File: src/rtl/arc4_prga_if.sv
// Handshake and memory-port bundle between the ARC4 PRGA stage and its
// controller / S, ciphertext and plaintext memories.
interface arc4_prga_if;
  logic       en;
  logic       rdy;
  logic [7:0] s_addr;
  logic [7:0] s_rddata;
  logic [7:0] s_wrdata;
  logic       s_wren;
  logic [7:0] ct_addr;
  logic [7:0] ct_rddata;
  logic [7:0] pt_addr;
  logic [7:0] pt_wrdata;
  logic       pt_wren;

  // Controller and memories side
  modport master (
    output en, s_rddata, ct_rddata,
    input  rdy, s_addr, s_wrdata, s_wren, ct_addr, pt_addr, pt_wrdata, pt_wren
  );

  // PRGA stage side
  modport slave (
    input  en, s_rddata, ct_rddata,
    output rdy, s_addr, s_wrdata, s_wren, ct_addr, pt_addr, pt_wrdata, pt_wren
  );
endinterface

File: src/rtl/arc4_prga.sv
// ARC4 pseudo-random generation stage: walks length-prefixed ciphertext,
// swaps S entries and writes length-prefixed plaintext (6 cycles per byte).
module arc4_prga (
  input  logic        clk,
  input  logic        rst,
  arc4_prga_if.slave  bus
);

  typedef enum logic [3:0] {
    IDLE, LEN_RD, LEN_WR, RD_I, RD_J, SW_I, SW_J, RD_PAD, WR_PT
  } state_t;

  state_t     state, state_nx;
  logic [7:0] j, k, len, si, sj, ct_byte;
  logic [7:0] j_sum, pad_addr;

  assign j_sum    = j + bus.s_rddata;
  assign pad_addr = si + sj;

  // State register
  always_ff @(posedge clk) begin
    if (rst) state <= IDLE;
    else     state <= state_nx;
  end

  // Next-state and memory-port outputs; undriven outputs default to 0
  always_comb begin
    state_nx      = state;
    bus.rdy       = 1'b0;
    bus.s_addr    = '0;
    bus.s_wrdata  = '0;
    bus.s_wren    = 1'b0;
    bus.ct_addr   = '0;
    bus.pt_addr   = '0;
    bus.pt_wrdata = '0;
    bus.pt_wren   = 1'b0;
    case (state)
      IDLE: begin
        bus.rdy = 1'b1;
        if (bus.en) state_nx = LEN_RD;
      end
      LEN_RD: begin
        bus.ct_addr = '0;
        state_nx    = LEN_WR;
      end
      LEN_WR: begin
        bus.pt_addr   = '0;
        bus.pt_wrdata = bus.ct_rddata;
        bus.pt_wren   = 1'b1;
        state_nx      = (bus.ct_rddata == 8'd0) ? IDLE : RD_I;
      end
      RD_I: begin
        bus.s_addr  = k;
        bus.ct_addr = k;
        state_nx    = RD_J;
      end
      RD_J: begin
        bus.s_addr = j_sum;
        state_nx   = SW_I;
      end
      SW_I: begin
        bus.s_addr   = k;
        bus.s_wrdata = bus.s_rddata;
        bus.s_wren   = 1'b1;
        state_nx     = SW_J;
      end
      SW_J: begin
        bus.s_addr   = j;
        bus.s_wrdata = si;
        bus.s_wren   = 1'b1;
        state_nx     = RD_PAD;
      end
      RD_PAD: begin
        bus.s_addr = pad_addr;
        state_nx   = WR_PT;
      end
      WR_PT: begin
        bus.pt_addr   = k;
        bus.pt_wrdata = bus.s_rddata ^ ct_byte;
        bus.pt_wren   = 1'b1;
        state_nx      = (k == len) ? IDLE : RD_I;
      end
      default: state_nx = IDLE;
    endcase
  end

  // Datapath registers: indices, length and captured S / ct bytes
  always_ff @(posedge clk) begin
    if (rst) begin
      j       <= '0;
      k       <= 8'd1;
      len     <= '0;
      si      <= '0;
      sj      <= '0;
      ct_byte <= '0;
    end else begin
      case (state)
        IDLE: begin
          if (bus.en) begin
            j <= '0;
            k <= 8'd1;
          end
        end
        LEN_WR: len <= bus.ct_rddata;
        RD_J: begin
          si      <= bus.s_rddata;
          ct_byte <= bus.ct_rddata;
          j       <= j_sum;
        end
        SW_I:  sj <= bus.s_rddata;
        WR_PT: if (k != len) k <= k + 8'd1;
        default: ;
      endcase
    end
  end

endmodule

File: src/flat_wrapper.sv
// flat-port wrapper written by rule: the top's interface ports become plain ports
module arc4_prga_flat 
  (clk, rst, bus_en, bus_s_rddata, bus_ct_rddata, bus_rdy, bus_s_addr, bus_s_wrdata, bus_s_wren, bus_ct_addr, bus_pt_addr, bus_pt_wrdata, bus_pt_wren);
  arc4_prga_if bus_i ();
  input  logic clk;
  input  logic rst;
  input wire logic [$bits(bus_i.en)-1:0] bus_en;
  input wire logic [$bits(bus_i.s_rddata)-1:0] bus_s_rddata;
  input wire logic [$bits(bus_i.ct_rddata)-1:0] bus_ct_rddata;
  output wire logic [$bits(bus_i.rdy)-1:0] bus_rdy;
  output wire logic [$bits(bus_i.s_addr)-1:0] bus_s_addr;
  output wire logic [$bits(bus_i.s_wrdata)-1:0] bus_s_wrdata;
  output wire logic [$bits(bus_i.s_wren)-1:0] bus_s_wren;
  output wire logic [$bits(bus_i.ct_addr)-1:0] bus_ct_addr;
  output wire logic [$bits(bus_i.pt_addr)-1:0] bus_pt_addr;
  output wire logic [$bits(bus_i.pt_wrdata)-1:0] bus_pt_wrdata;
  output wire logic [$bits(bus_i.pt_wren)-1:0] bus_pt_wren;
  assign bus_i.en = bus_en;
  assign bus_i.s_rddata = bus_s_rddata;
  assign bus_i.ct_rddata = bus_ct_rddata;
  assign bus_rdy = bus_i.rdy;
  assign bus_s_addr = bus_i.s_addr;
  assign bus_s_wrdata = bus_i.s_wrdata;
  assign bus_s_wren = bus_i.s_wren;
  assign bus_ct_addr = bus_i.ct_addr;
  assign bus_pt_addr = bus_i.pt_addr;
  assign bus_pt_wrdata = bus_i.pt_wrdata;
  assign bus_pt_wren = bus_i.pt_wren;
  arc4_prga u_core (.clk(clk), .rst(rst), .bus(bus_i));
endmodule
File: config.mk
export PLATFORM = sky130hd
export DESIGN_NAME = arc4_prga_flat
export DESIGN_NICKNAME = d
export VERILOG_FILES = /design/src/rtl/arc4_prga_if.sv /design/src/rtl/arc4_prga.sv /design/src/flat_wrapper.sv
export SDC_FILE = /design/constraint.sdc
export NUM_CORES = 1
export LEC_CHECK = 0
export CORE_MARGIN = 4
export CORE_UTILIZATION = 57
export CTS_BUF_LIST = sky130_fd_sc_hd__clkbuf_4 sky130_fd_sc_hd__clkbuf_8 sky130_fd_sc_hd__clkbuf_16
export DETAILED_ROUTE_END_ITERATION = 10
export PLACE_DENSITY = 0.93
export SLEW_MARGIN = 20
export SYNTH_ARGS = -nofsm -noshare
export SYNTH_HDL_FRONTEND = slang
export SYNTH_SLANG_ARGS = --single-unit
File: constraint.sdc
create_clock -name clk -period 6.1 [get_ports clk]
set_input_delay 1.83 -clock clk [delete_from_list [all_inputs] [get_ports clk]]
set_output_delay 1.83 -clock clk [all_outputs]
set_load 0.05 [all_outputs]
# Word-level counts from Yosys, hierarchy flattened
# Cells that the tools add are included.
dict set report op_classes {
  addsub 3
  n_eq_ne 12
  muxes 17
  bitwise 1
  n_reduce_logical 9
}
# operator count
set op_table {}
lappend op_table {{$pmux 8 s2} 4}
lappend op_table {{$mux 8} 5}
lappend op_table {{$pmux 4 s9} 1}
lappend op_table {{$pmux 8 s4} 1}
lappend op_table {{$add 8x8->8} 2}
lappend op_table {{$eq 4x3->1 const B} 4}
lappend op_table {{$add 8x1->8 const B} 1}
lappend op_table {{$eq 4x2->1 const B} 2}
lappend op_table {{$eq 8x8->1} 1}
lappend op_table {{$logic_not 8->1} 1}
lappend op_table {{$ne 8x8->1} 1}
lappend op_table {{$xor 8x8->8} 1}
lappend op_table {{$reduce_or 2->1} 3}
lappend op_table {{$eq 4x1->1 const B} 1}
lappend op_table {{$eq 4x4->1 const B} 1}
lappend op_table {{$logic_not 4->1} 1}
lappend op_table {{$mux 2} 2}
lappend op_table {{$mux 4} 1}
lappend op_table {{$reduce_bool 2->1} 2}
lappend op_table {{$mux 1} 3}
lappend op_table {{$reduce_and 3->1} 1}
lappend op_table {{$ne 2x1->1 const B} 1}
lappend op_table {{$ne 2x2->1 const B} 1}
lappend op_table {{$reduce_and 2->1} 1}
dict set report totals {
  reg_bits 52
  inputBits 19
  out_inout_bits 43
}

# Depth between registers and ports, before layout
dict set report depth {
  ltp_word 3
  ltp_mapped 8
  ltp_nobuf 8
}

# Least setup slack after synthesis
# Ideal clock, no wire load.
dict set report synth_path {
  kind {input -> output}
  from {in bus_s_rddata[0]}
  to {out bus_s_addr[6]}
  arrival_ns 3.397
  t_required_ns 4.270
  setup_slack_ns 0.873
  cell_stages 8
  path_buffers 0
  cell_sequence {ha_1 > inv_1 > fa_1 > nor2b_1 > o31a_1 > or3_1 > nand3_1 > a211o_1}
}
dict set report synth_between {
  elab_chain_len 2
}
# element line
set synth_lines {}
lappend synth_lines {{start: declaration} flat_wrapper.sv:8} ;# input wire logic [$bits(bus_i.s_rddata)-1:0] bus_s_rddata;
lappend synth_lines {{$add 8x8->8} arc4_prga.sv:17} ;# assign j_sum = j + bus.s_rddata;
lappend synth_lines {{$pmux 8 s4} arc4_prga.sv:37} ;# case (state)
lappend synth_lines {{end: declaration} flat_wrapper.sv:11} ;# output wire logic [$bits(bus_i.s_addr)-1:0] bus_s_addr;
# Every way passes these cells.

# Worst setup path after layout
# Ends and elaborated chain as after synthesis.

==> metrics <==
outcome=completed; number of buffers created by CTS=5; Area Overhead vs Synth=23.02%; Hold-fix buffers, CTS=0; CTS tree=done; die area=roughly 7400 um2; vias in the first global route=roughly 3,400; Initial Util=0.5858; Syn Nets=between 400 and 500; vias per inst=5.981; Non-Filler Instances=578; worst path required time=4.27 ns; internal power=0.4777 mW; number of flops mapped to enable cells by yosys=0; die height=86.01 um; Filler Cell Count=between 400 and 500; Worst Tran Pin Value=about 1.0 ns; maximum clock rate=roughly 0.17 GHz; first-pass GRT wire length=~16,000 um; GRT overflow=0; Gate power share=0.187; CTS clock-pin slew for the worst setup and hold paths=between 0.1 and 0.15 ns; commonest non-fill, non-tap cells in the layout=nand2_1 (106), clkdlybuf4s50_1 (54), dfxtp_1 (52), a21oi_1 (46), nor2_1 (29); Sink Count=52; CTS root buf=clkbuf_8; Clock Latency Late Sink=about 0.32 ns; Remaining DRCs=0; Synth cell types=slightly below 60; Cells after Synth=447; cell at the slowest stage of the critical path=clkdlybuf4s50_1; max cap viols=0; Seq/Total Area, Yosys=0.3001; PD cells=163.4 nW/um2; combined buffer and inverter count along the critical path=3; DRT iter0 DRCs=between 200 and 300; period utilization=0.9776; Setup TNS=0 ns; Worst Setup End Kind=output port; worst-path fanout max=4; RSZ-0062 raised after global routing=no; WL per Instance=approximately 17 um; Final Hold Vio Count=0; clock power share=0.300; placed insts=570; final wirelength=9789 um; ys flop type=dfxtp_1; # diodes=0; Max-slew headroom=0.3156; CP Cell Sequence=clkdlybuf4s50_1 > ha_1 > inv_1 > fa_1 > nor2b_1 > o31a_1 > or3_1 > nand3_1 > a211o_1 > buf_4; Sw Pwr=~0.22 mW; commonest non-fill, non-tap cell in the layout=nand2_1; PortBufs=between 60 and 70; # rows=28; sw frac=0.3149; Final min period=approximately 6.0 ns; Leakage=~1.6 nW; Syn Std Cell Area=~3500 um2; IR Drop Worst-Case VDD=roughly 0.088 mV; CP startpoint kind=input port; sequential power share=0.513; CTS H-tree lvls=2; CP top delay family=buffers and inverters; WP data arrival=just over 4 ns; HP Class=register to register; overall routing resource usage=0.2711; Net count, final=538; Max Clock Skew=between 0.015 and 0.02 ns; Syn Area/Cell=approximately 7.8 um2; post-DP HPWL=around 7300 um; asr flop ratio synth=0; largest net degree at the start of global routing=27; Post-CTS Resized=0; crit-path max cell delay=0.57 ns; flops & latches, synth=52; maximum buffer depth of the clock tree=2; routed vias=3,457; Detailed Routing Iterations Pass 1=5; RePlAce Congestion=about 0.95; Final setup viols=0; share of layout cells above drive strength 1=0.07952; Max Slew Vio Count=0; initial antenna violation count=0; Worst Setup Path Type=input port to output port; io pins=a little over 60; setup bufs post-CTS=0; core box area=5921 um2; Die W=~86 um; Synth warnings=0; DRT antenna net count=0
layout make-up:
cell class / instances / area [um2] / share of cell area
clock buffers: 5 / 68.82 / 0.01613
inverters: 11 / 41.29 / 0.009677
flip-flops and latches: 52 / 1041 / 0.2440
multi-input cells: 363 / 2272 / 0.5326
clock inverters: 3 / 21.27 / 0.004985
well taps: 75 / 93.84 / 0.02199
repair buffers: 69 / 728.2 / 0.1707
power by group through the flow:
stage / Sequential [mW] / Clock, mW / Combinational [mW]
finish: 0.358 / 0.209 / 0.130
global route: 0.359 / 0.226 / 0.139
CTS: 0.357 / 0.208 / 0.129
detailed placement: 0.365 / 0 / 0.128
global placement: 0.365 / 0 / 0.125
floorplan: 0.358 / 0 / 0.0890
worst register-to-register path: cells and delay by family, from the launching register on:
family | cells | cell delay, ns
AND/OR/NAND/NOR | 3 | 1.64
AO/OA/AOI/OAI | 2 | 0.30
flip-flops | 1 | 0.52
logic make-up (layout without fill, tap and decap cells):
family	after synthesis	count (layout)	synth area share
AOI/OAI and AO/OA	116	116	0.2186
DFF	52	52	0.3001
xor gates and xnor gates	30	30	0.07576
and+or+nand+nor	196	196	0.2828
muxes	4	4	0.01227
buffers and inverters	32	88	0.04473
adders and majority gates	17	17	0.06566
Yosys cell counts (9+ instances only):
library cell | n | area (um2)
o21ai_0 | 19 | 95.09
and2_1 | 13 | 81.33
clkbuf_1 | 10 | 37.54
nand2_1 | 106 | 397.9
dfxtp_1 | 52 | 1041
ha_1 | 15 | 187.7
xnor2_1 | 21 | 183.9
a211oi_1 | 10 | 75.07
xor2_1 | 9 | 78.83
nor2_1 | 29 | 108.9
inv_1 | 11 | 41.29
a21oi_1 | 46 | 230.2
per-layer routing:
layer | track usage | share of wire | vias to the layer above
li1 | - | - | 1668
met1 | 0.3369 | 0.41 | 1620
met5 | 0 | 0 | -
met3 | 0.04515 | 0.074 | 17
met4 | 0.08345 | 0.016 | 0
met2 | 0.4765 | 0.49 | 152
metrics by stage:
step | total power [mW] | utilization | hold WS (ns) | area (um2) | setup slack (ns)
final | 0.6972 | 0.7206 | 0.4721 | 4267 | 0.1367
after global routing | 0.7243 | 0.7206 | 0.4851 | 4267 | 0.06144
after CTS | 0.6947 | 0.7206 | 0.4694 | 4267 | 0.1520
after detailed placement | 0.4933 | 0.7054 | 0.4566 | 4177 | 0.1644
after global placement | 0.4894 | 0.7054 | 0.4472 | 4177 | 0.2083
after floorplan | 0.4471 | - | 0.4406 | 3468 | 0.8732
worst paths after layout:
| check | from | to | slack (ns) | depth (start not counted) |
|---|---|---|---|---|
| setup / recovery | bus_s_rddata[0] | bus_s_addr[6] | 0.14 | 10 |
| hold / removal | u_core.sj[2] | u_core.sj[2] | 0.47 | 2 |
| setup reg to reg | u_core.state[0] | u_core.j[7] | 3.58 | 5 |
| hold reg to reg | u_core.sj[2] | u_core.sj[2] | 0.47 | 2 |
state kept, by name, indices dropped and copies added, names as in the netlist:
register / count
u_core.k: 8
u_core.sj: 8
u_core.len: 8
u_core.j: 8
u_core.si: 8
u_core.state: 4
u_core.ct_byte: 8
No activity file was read; power rests on OpenSTA's default activity.
